## src/rtl/mat_row_seq_if.sv

```systemverilog
// Memory and row-datapath bus between mat_row_seq (master) and the matrix
// memory / combinational row unit (slave).
interface mat_row_seq_if #(
    parameter int unsigned ROW_W  = 40,
    parameter int unsigned ADDR_W = 4
);
    logic              rd_en;
    logic [ADDR_W-1:0] rd_addr;
    logic [ROW_W-1:0]  rd_data;
    logic              wr_en;
    logic [ADDR_W-1:0] wr_addr;
    logic [ROW_W-1:0]  wr_data;
    logic              dp_rst;
    logic [ROW_W-1:0]  dp_row;
    logic [ROW_W-1:0]  dp_res;
    logic              dp_ovf;

    modport master (
        output rd_en, rd_addr, wr_en, wr_addr, wr_data, dp_rst, dp_row,
        input  rd_data, dp_res, dp_ovf
    );

    modport slave (
        input  rd_en, rd_addr, wr_en, wr_addr, wr_data, dp_rst, dp_row,
        output rd_data, dp_res, dp_ovf
    );
endinterface

```

## src/rtl/mat_row_seq.sv

```systemverilog
// Row sequencer: streams N source rows through the row datapath and writes results back.
// Optional MAT_OVF_ABORT_EN: stop the command at the first overflowing row without writing it.
module mat_row_seq #(
    parameter int unsigned ROW_W    = 40,
    parameter int unsigned ADDR_W   = 4,
    parameter int unsigned MAX_ROWS = 5
) (
    input  logic              clk,
    input  logic              rst_n,
    input  logic              start,
    input  logic [2:0]        size,
    input  logic [ADDR_W-1:0] src_base,
    input  logic [ADDR_W-1:0] dst_base,
    mat_row_seq_if.master     bus,
    output logic              busy,
    output logic              done,
    output logic              ovf
);

    typedef enum logic [2:0] {StIdle, StRd, StCap, StExe, StWr, StDone} state_e;

    localparam logic [2:0] MaxRowsC = 3'(MAX_ROWS);

    state_e            state_q, state_d;
    logic [2:0]        size_q, size_d;
    logic [2:0]        r_q, r_d;
    logic [ADDR_W-1:0] src_q, src_d;
    logic [ADDR_W-1:0] dst_q, dst_d;
    logic [ROW_W-1:0]  row_q, row_d;
    logic [ROW_W-1:0]  res_q, res_d;
    logic              ovf_q, ovf_d;

    always_ff @(posedge clk or negedge rst_n) begin
        if (!rst_n) begin
            state_q <= StIdle;
            size_q  <= '0;
            r_q     <= '0;
            src_q   <= '0;
            dst_q   <= '0;
            row_q   <= '0;
            res_q   <= '0;
            ovf_q   <= 1'b0;
        end else begin
            state_q <= state_d;
            size_q  <= size_d;
            r_q     <= r_d;
            src_q   <= src_d;
            dst_q   <= dst_d;
            row_q   <= row_d;
            res_q   <= res_d;
            ovf_q   <= ovf_d;
        end
    end

    always_comb begin
        state_d     = state_q;
        size_d      = size_q;
        r_d         = r_q;
        src_d       = src_q;
        dst_d       = dst_q;
        row_d       = row_q;
        res_d       = res_q;
        ovf_d       = ovf_q;
        bus.rd_en   = 1'b0;
        bus.rd_addr = '0;
        bus.wr_en   = 1'b0;
        bus.wr_addr = '0;
        bus.wr_data = '0;
        bus.dp_rst  = 1'b0;
        done        = 1'b0;

        unique case (state_q)
            StIdle: begin
                bus.dp_rst = 1'b1;
                if (start) begin
                    size_d  = (size > MaxRowsC) ? MaxRowsC : size;
                    src_d   = src_base;
                    dst_d   = dst_base;
                    r_d     = '0;
                    ovf_d   = 1'b0;
                    state_d = (size == 3'd0) ? StDone : StRd;
                end
            end
            StRd: begin
                bus.rd_en   = 1'b1;
                bus.rd_addr = src_q + ADDR_W'(r_q);
                state_d     = StCap;
            end
            StCap: begin
                row_d   = bus.rd_data;
                state_d = StExe;
            end
            StExe: begin
                res_d = bus.dp_res;
                ovf_d = ovf_q | bus.dp_ovf;
`ifdef MAT_OVF_ABORT_EN
                state_d = bus.dp_ovf ? StDone : StWr;
`else
                state_d = StWr;
`endif
            end
            StWr: begin
                bus.wr_en   = 1'b1;
                bus.wr_addr = dst_q + ADDR_W'(r_q);
                bus.wr_data = res_q;
                if (r_q == size_q - 3'd1) begin
                    state_d = StDone;
                end else begin
                    r_d     = r_q + 3'd1;
                    state_d = StRd;
                end
            end
            StDone: begin
                done    = 1'b1;
                state_d = StIdle;
            end
            default: state_d = StIdle;
        endcase
    end

    assign bus.dp_row = row_q;
    assign busy       = (state_q != StIdle);
    assign ovf        = ovf_q;

endmodule

```

## src/flat_wrapper.sv

```systemverilog
// flat-port wrapper written by rule: the top's interface ports become plain ports
module mat_row_seq_flat 
#(
    parameter int unsigned ROW_W    = 40,
    parameter int unsigned ADDR_W   = 4,
    parameter int unsigned MAX_ROWS = 5
)
  (clk, rst_n, start, size, src_base, dst_base, busy, done, ovf, bus_rd_en, bus_rd_addr, bus_wr_en, bus_wr_addr, bus_wr_data, bus_dp_rst, bus_dp_row, bus_rd_data, bus_dp_res, bus_dp_ovf);
  mat_row_seq_if #(.ROW_W(ROW_W), .ADDR_W(ADDR_W)) bus_i ();
  input  logic clk;
  input  logic rst_n;
  input  logic start;
  input  logic [2:0] size;
  input  logic [ADDR_W-1:0] src_base;
  input  logic [ADDR_W-1:0] dst_base;
  output logic busy;
  output logic done;
  output logic ovf;
  output wire logic [$bits(bus_i.rd_en)-1:0] bus_rd_en;
  output wire logic [$bits(bus_i.rd_addr)-1:0] bus_rd_addr;
  output wire logic [$bits(bus_i.wr_en)-1:0] bus_wr_en;
  output wire logic [$bits(bus_i.wr_addr)-1:0] bus_wr_addr;
  output wire logic [$bits(bus_i.wr_data)-1:0] bus_wr_data;
  output wire logic [$bits(bus_i.dp_rst)-1:0] bus_dp_rst;
  output wire logic [$bits(bus_i.dp_row)-1:0] bus_dp_row;
  input wire logic [$bits(bus_i.rd_data)-1:0] bus_rd_data;
  input wire logic [$bits(bus_i.dp_res)-1:0] bus_dp_res;
  input wire logic [$bits(bus_i.dp_ovf)-1:0] bus_dp_ovf;
  assign bus_rd_en = bus_i.rd_en;
  assign bus_rd_addr = bus_i.rd_addr;
  assign bus_wr_en = bus_i.wr_en;
  assign bus_wr_addr = bus_i.wr_addr;
  assign bus_wr_data = bus_i.wr_data;
  assign bus_dp_rst = bus_i.dp_rst;
  assign bus_dp_row = bus_i.dp_row;
  assign bus_i.rd_data = bus_rd_data;
  assign bus_i.dp_res = bus_dp_res;
  assign bus_i.dp_ovf = bus_dp_ovf;
  mat_row_seq #(.ROW_W(ROW_W), .ADDR_W(ADDR_W), .MAX_ROWS(MAX_ROWS)) u_core (.clk(clk), .rst_n(rst_n), .start(start), .size(size), .src_base(src_base), .dst_base(dst_base), .bus(bus_i), .busy(busy), .done(done), .ovf(ovf));
endmodule
```

## config.mk

```make
export PLATFORM = sky130hd
export DESIGN_NAME = mat_row_seq_flat
export DESIGN_NICKNAME = d
export VERILOG_FILES = /design/src/rtl/mat_row_seq_if.sv /design/src/rtl/mat_row_seq.sv /design/src/flat_wrapper.sv
export SDC_FILE = /design/constraint.sdc
export NUM_CORES = 1
export LEC_CHECK = 0
export CAP_MARGIN = 20
export CORE_MARGIN = 2
export CORE_UTILIZATION = 46
export DETAILED_ROUTE_END_ITERATION = 7
export MAX_ROUTING_LAYER = met4
export PLACE_DENSITY = 0.95
export SETUP_SLACK_MARGIN = 0.1
export SLEW_MARGIN = 10
export SYNTH_ARGS = -nofsm -noshare
export SYNTH_HDL_FRONTEND = slang
export SYNTH_SLANG_ARGS = --single-unit
```

## constraint.sdc

```tcl
create_clock -name clk -period 4.2 [get_ports clk]
set_input_delay 0.63 -clock clk [delete_from_list [all_inputs] [get_ports clk]]
set_output_delay 0.63 -clock clk [all_outputs]
set_load 0.1 [all_outputs]
```

After elaboration in Yosys (flattened, before gate mapping) --
Index checks and enable logic that the tools add are counted. Widths: inputs -> output; s select.
Cells by class: order comparisons 1, equality and inequality tests 8, bitwise logic cells 1, multiplexer cells 17, add/sub/neg operators 4, reductions and logical operators 8
Operators by type and width (number):
- $mux 40 | 1
- $mux 3 | 6
- $pmux 3 s5 | 1
- $add 4x3->4 | 2
- $mux 4 | 2
- $eq 3x2->1 const B | 2
- $eq 3x3->1 const B | 2
- $logic_not 3->1 | 2
- $pmux 3 s2 | 1
- $mux 1 | 5
- $ne 2x2->1 const B | 2
- $reduce_and 2->1 | 2
- $reduce_bool 2->1 | 2
- $add 3x1->3 const B | 1
- $eq 3x1->1 const B | 1
- $eq 3x3->1 | 1
- $gt 3x3->1 const B | 1
- $reduce_and 3->1 | 1
- $reduce_bool 3->1 | 1
- $sub 3x1->3 const B | 1
- $pmux 1 s2 | 1
- $or 1x1->1 | 1
Word-level totals: bits of input ports 95, word-level logic and storage cells 47, output and inout bits 94, flip-flop bits (word level) 98

Longest topological paths before layout --
Gate-level depths: netlist of the first run.
depth after elaboration 4, gate-level depth with buffers 6, mapped depth without buffers 6

Least setup slack after synthesis of the first run --
No wires, ideal clock.
kind reg2out, start point register u_core.state_q[1], end point output busy, arrival 2.570 ns, required time 3.570 ns, stages on the path, launching flop included 3, buffers on the path 0, slack 1.000 ns, cells stage by stage dfrtp_1 -> nor3_2 -> inv_1
Between the ends: cells in the longest elaborated chain, start to end 1
RTL lines:
- start, declared | RTL line mat_row_seq.sv:24 | state_e state_q, state_d;
- start signal, assigned | RTL line mat_row_seq.sv:35 | state_q <= StIdle;
- start signal, assigned | RTL line mat_row_seq.sv:44 | state_q <= state_d;
- $reduce_bool 3->1 | RTL line mat_row_seq.sv:122 | assign busy = (state_q != StIdle);
- end, declared | RTL line flat_wrapper.sv:16 | output logic busy;
No other way between the ends.

Worst setup path in the final report of the first run --
start point register u_core.state_q[0], end point output bus_dp_rst
Between the ends: cells in the longest elaborated chain, start to end 2
RTL lines:
- $logic_not 3->1 | RTL line mat_row_seq.sv:72 | unique case (state_q)
- $mux 1 | RTL line mat_row_seq.sv:72
- end, declared | RTL line flat_wrapper.sv:24 | output wire logic [$bits(bus_i.dp_rst)-1:0] bus_dp_rst;
No other way between the ends.

==> results of run 1 <==
-- metal layers --
metal  vias to the layer above  routed length, um
li1                       1672                  -
met1                      1638               4300
met2                       150               5620
met3                        23                706
met4                         0                235
met5                         -                  0
-- path summary, 6_finish.rpt --
check                                   from                     to  slack (ns)  cells past startpoint
hold / removal                         rst_n       u_core.res_q[22]        0.38                      1
max in group asynchronous              rst_n       u_core.res_q[26]        2.88                      2
setup reg to reg           u_core.state_q[2]  u_core.bus.dp_row[33]        1.96                      4
hold reg to reg              u_core.res_q[6]        u_core.res_q[6]        0.48                      2
setup / recovery           u_core.state_q[0]             bus_dp_rst        1.32                      2
min in group clk             u_core.res_q[6]        u_core.res_q[6]        0.48                      2
-- cell type report --
class,count,area [sq um]
Inverter,7,26.3
Clock buffer,10,138
Clock inverter,5,63.8
Fill cell,661,2810
Tap cell,111,139
Timing Repair Buffer,194,1790
Multi-Input combinational cell,269,1730
Sequential cell,98,2450
-- critical path: stages, from the launching register on --
cell             delay (ns)
dfrtp_1                0.47
nor3_2                 0.25
clkdlybuf4s50_1        1.19
-- cell usage after synthesis --
cell type,instances,share of area [%]
nand2_1,123,11
o211ai_1,1,0.17
fa_1,2,0.93
or3b_2,1,0.20
mux2_1,4,1.0
inv_1,6,0.52
a32o_1,1,0.23
ha_1,8,2.3
and2_1,3,0.44
nand3_1,1,0.12
and3_1,42,6.1
a21o_1,2,0.35
nand2b_1,1,0.15
o21ai_1,1,0.12
xnor3_1,1,0.52
buf_6,1,0.26
dfrtp_1,98,57
nor3b_2,1,0.29
buf_4,4,0.70
o21bai_1,1,0.17
o21ai_0,2,0.23
and3b_1,1,0.20
a22o_1,1,0.20
a21oi_1,6,0.70
mux2_2,45,12
a31oi_1,1,0.15
nor3_2,1,0.23
buf_2,1,0.12
xor2_1,4,0.81
nand3b_1,3,0.52
clkinv_1,1,0.087
nor2_1,8,0.70
or2_2,1,0.15
nor3_1,1,0.12
clkbuf_1,17,1.5
xnor2_1,2,0.41
-- metrics by stage --
step	instances	hold slack, ns	setup slack [ns]
after floorplan	397	0.334	1.00
after global placement	679	0.450	1.70
after detailed placement	679	0.458	1.68
after CTS	694	0.401	1.29
after global routing	694	0.430	1.19
final	694	0.376	1.32
-- kinds of logic after synthesis --
family	count (synthesis)	share of synthesized area (%)
flops	98	56.8
buf+inv	30	3.16
fa+ha+maj	10	3.25
simple gates	187	19.9
xor+xnor	7	1.74
mux	49	12.8
compound gates	16	2.32
-- layout by cell type (no fill, tap or decap), types with 2 or more instances in the layout --
| cell type | netlist | final |
|---|---|---|
| xnor2_1 | 2 | 2 |
| and2_1 | 3 | 3 |
| and3_1 | 42 | 42 |
| a21o_1 | 2 | 2 |
| inv_1 | 6 | 6 |
| nand2_1 | 123 | 123 |
| mux2_2 | 45 | 45 |
| nand3b_1 | 3 | 3 |
| clkinv_4 | 0 | 2 |
| a21oi_1 | 6 | 6 |
| clkdlybuf4s50_1 | 0 | 135 |
| xor2_1 | 4 | 4 |
| mux2_1 | 4 | 4 |
| clkbuf_8 | 0 | 10 |
| o21ai_0 | 2 | 2 |
| dfrtp_1 | 98 | 98 |
| ha_1 | 8 | 8 |
| fa_1 | 2 | 2 |
| buf_4 | 4 | 59 |
| nor2_1 | 8 | 7 |
-- flip-flops by register name, summed over array words and instances (netlist names) --
signal and cells:
u_core.bus.dp_row 40, u_core.res_q 40, u_core.dst_q 4, u_core.src_q 4
u_core.r_q 3, u_core.size_q 3, u_core.state_q 3, u_core.ovf 1
==> qor.csv, run 1 <==
metric;value;unit
rows;35;
setup_tns;0;ns
design_area;0.00635;sq mm
holdCritPathClass;in2async;
cp-start-kind;flop;
port_buffers;188;
die_y;101;um
antenna_found_initial;0;
max_freq;0.347;GHz
crit_required;3.57;ns
use_met2;37.0;%
yosys_register_bits;98;
die_width;101;um
skew;0.0143;ns
crit_arrival;2.25;ns
routed_wl;10.9;mm
wl_per_cell;15.6;um
worstSkewPairLatency;0.35;ns
fin_nets;684;
io_pins;189;
postSynthAreaPerCell;10.9;sq um
diodes;0;
crit_fanout;6;
netlist_instances;397;
grt_pass1_wl;17.1;mm
drc;0;
area_growth_syn_to_layout;47.1;%
gp_congestion;0.791;
final_core_util;69.4;%
grt_util_met3;5.06;%
met1_usage;26.5;%
synth_warnings;0;
drt-initial-drc-count;108;
grt_max_degree;69;
start_util;47.1;%
maxSlewHeadroom;31.9;%
ctsHtreeMaxLevel;3;
drv_slew;0;
synth.distinct_cells;36;
drtAntennaViolNets;0;
synthesis.nets;502;
numCtsBuffers;9;
rsz0062_at_grt;no;
coreArea;0.00915;sq mm
max-cap-violations;0;
grt.total_usage;22.2;%
min_period;2.88;ns
hold_viol;0;
place_area;0.00615;sq mm
critPathCaptureType;output pin;
vias_per_cell;5.02;
period_share;68.6;%
first_global_vias;3648;
seq_area_frac_synth;56.8;%
hpwl;8.27;mm
run_status;finished, final reports clean;
synthesis.area;0.00431;sq mm
dieArea;0.0102;sq mm
cts_tree;built;
cts_num_sinks;98;
post_cts_buffers;0;
cts_resized;0;
setup_violations;0;
vias;3483;
critPathKind;reg2out;
hold_buffers;0;
clockRootBuffer;clkbuf_8;
final_layout_size_suffix_gt1_share;21.3;%
gr-total-overflow;0;
grt_busiest_layer;met2;
cts_max_path_buffers;2;
tightestPinTransition;1.02;ns
first_pass_iters;4;
clk_pin_slew;0.10;ns
Power of run 1 is not shown: default switching activity piles up to over one toggle a cycle in this logic, so the estimate is an artifact.
==> run 2, diff against run 1 <==
--- a/config.mk
+++ b/config.mk
@@ -7,10 +7,10 @@
 export LEC_CHECK = 0
 export CAP_MARGIN = 20
 export CORE_MARGIN = 2
-export CORE_UTILIZATION = 46
+export CORE_UTILIZATION = 38
 export DETAILED_ROUTE_END_ITERATION = 7
 export MAX_ROUTING_LAYER = met4
-export PLACE_DENSITY = 0.95
+export PLACE_DENSITY = 0.87
 export SETUP_SLACK_MARGIN = 0.1
 export SLEW_MARGIN = 10
 export SYNTH_ARGS = -nofsm -noshare
==> constraint.sdc (replaced) <==
create_clock -name clk -period 2.37 [get_ports clk]
set_input_delay 0.3555 -clock clk [delete_from_list [all_inputs] [get_ports clk]]
set_output_delay 0.3555 -clock clk [all_outputs]
set_load 0.1 [all_outputs]
==> qor.csv, run 2 (synthesis gave the netlist of run 1 again) <==
metric;value;unit;change
max_freq;0.441;GHz;
skew;0.00653;ns;-0.00781 ns
violations;hold timing;;
cp-startpoint;u_core.r_q[1];;
rows;38;;+8.6%
drv_slew;0;;unchanged
port_buffers;188;;unchanged
grt_pass1_wl;20.2;mm;+18%
crit_fanout;5;;-1
worstSkewPairLatency;0.34;ns;about the same
diodes;0;;unchanged
cts_tree;built;;
first_pass_iters;4;;unchanged
gp_congestion;0.845;;+6.8%
maxSlewHeadroom;63.8;%;+32 points
crit_arrival;1.91;ns;-0.34 ns
crit_required;2.01;ns;-1.56 ns
cts_max_path_buffers;2;;unchanged
start_util;39.5;%;-7.7 points
drtAntennaViolNets;0;;unchanged
regToRegSetupSlack;0.63;ns;-1.33 ns
first_global_vias;3972;;+8.9%
r2r_cells;5;;+1
max-cap-violations;0;;unchanged
cp-start-kind;flop;;
hpwl;9.27;mm;+12%
min_period;2.27;ns;
period_share;95.7;%;
area_growth_syn_to_layout;67.7;%;
coreArea;0.0109;sq mm;+19%
vias;3610;;+3.6%
ctsHtreeMaxLevel;3;;unchanged
hold_buffers;0;;unchanged
tightestPinTransition;0.543;ns;-0.475 ns
layout_common_cells;122 x nand2_1, 94 x dfrtp_1, 93 x clkdlybuf4s50_1, 55 x buf_12, 54 x buf_4;;
grt.total_usage;21.1;%;-1.1 points
die_y;111;um;+9.6%
hold_viol;4;;+4
drc;0;;unchanged
hold_ws;-0.00665;ns;-0.383 ns
clk_pin_slew;0.07;ns;-0.03 ns
reg2reg_to;u_core.state_q[2];;
numCtsBuffers;9;;unchanged
vias_per_cell;4.93;;-1.7%
final_layout_size_suffix_gt1_share;33.3;%;+12 points
critPathKind;reg2out;;
rr_startpoint;u_core.state_q[1];;
die_width;111;um;+9.6%
critPathCaptureType;output pin;;
clockRootBuffer;clkbuf_16;;
gr-total-overflow;0;;unchanged
rsz0062_at_grt;yes;;
run_status;complete, but fails checks;;
routed_wl;12.4;mm;+14%
drt-initial-drc-count;248;;+130%
dieArea;0.0122;sq mm;+20%
holdCritPathClass;in2async;;
setup_tns;0;ns;unchanged
fin_nets;692;;+1.2%
setup_violations;0;;unchanged
grt_max_degree;46;;-33%
io_pins;189;;unchanged
wl_per_cell;16.9;um;+8.2%
antenna_found_initial;0;;unchanged
final_common_cell;nand2_1;;
cts_num_sinks;98;;unchanged
-- run 2: cell count changes in the layout (fill, tap and decap cells not counted), sizes merged --
cell           delta
clkdlybuf4s50    -42
inv               -1
clkinvlp          +1
clkinv            +1
buf              +50
-- run 2: worst max path at each step --
stage | end
floorplan | bus_rd_addr[0]
finish | bus_wr_addr[2]
global placement | bus_wr_addr[3]
CTS | bus_rd_addr[3]
detailed placement | bus_rd_addr[3]
global route | bus_wr_addr[2]
-- run 2: area by class of cell --
type                            count  area [sq um]
Clock buffer                       10           239
Clock inverter                      6          65.1
Fill cell                         811          3700
Inverter                            7          30.0
Multi-Input combinational cell    269          1830
Sequential cell                    98          2460
Tap cell                          140           175
Timing Repair Buffer              202          2440
-- run 2: critical path, stage by stage, from the launching register on --
cell	delay, ns
dfrtp_2	0.48
buf_4	0.17
fa_1	0.45
xnor2_2	0.19
nor2_4	0.11
buf_12	0.18
-- run 2: metrics by stage --
step           util, %  setup slack, ns  hold WS, ns  area [sq um]  std cells
3_5_place_dp      62.4            0.352        0.377          6830        712
2_1_floorplan        -          -0.0232       0.0599          4350        397
3_3_place_gp      62.4            0.426        0.367          6830        712
5_1_grt           66.2           0.0614       0.0302          7230        732
4_1_cts           65.7           0.0833      0.00955          7180        730
6_report          66.2            0.102     -0.00665          7230        732
-- run 2: layer usage --
metal  track usage [%]  part of all wire [%]  vias up
li1                  -                     -     1688
met1              25.6                    41     1734
met2              35.3                    51      167
met3              4.56                   6.4       21
met4              6.92                   1.8        0
met5                 -                     0        -
-- run 2: timing repair --
item	CTS	global route
endpoints found under the setup margin	7	8
pin swaps	2	1
buffers inserted	2	2
gates resized for setup	8	8
Power of run 2 is left out for the same reason.
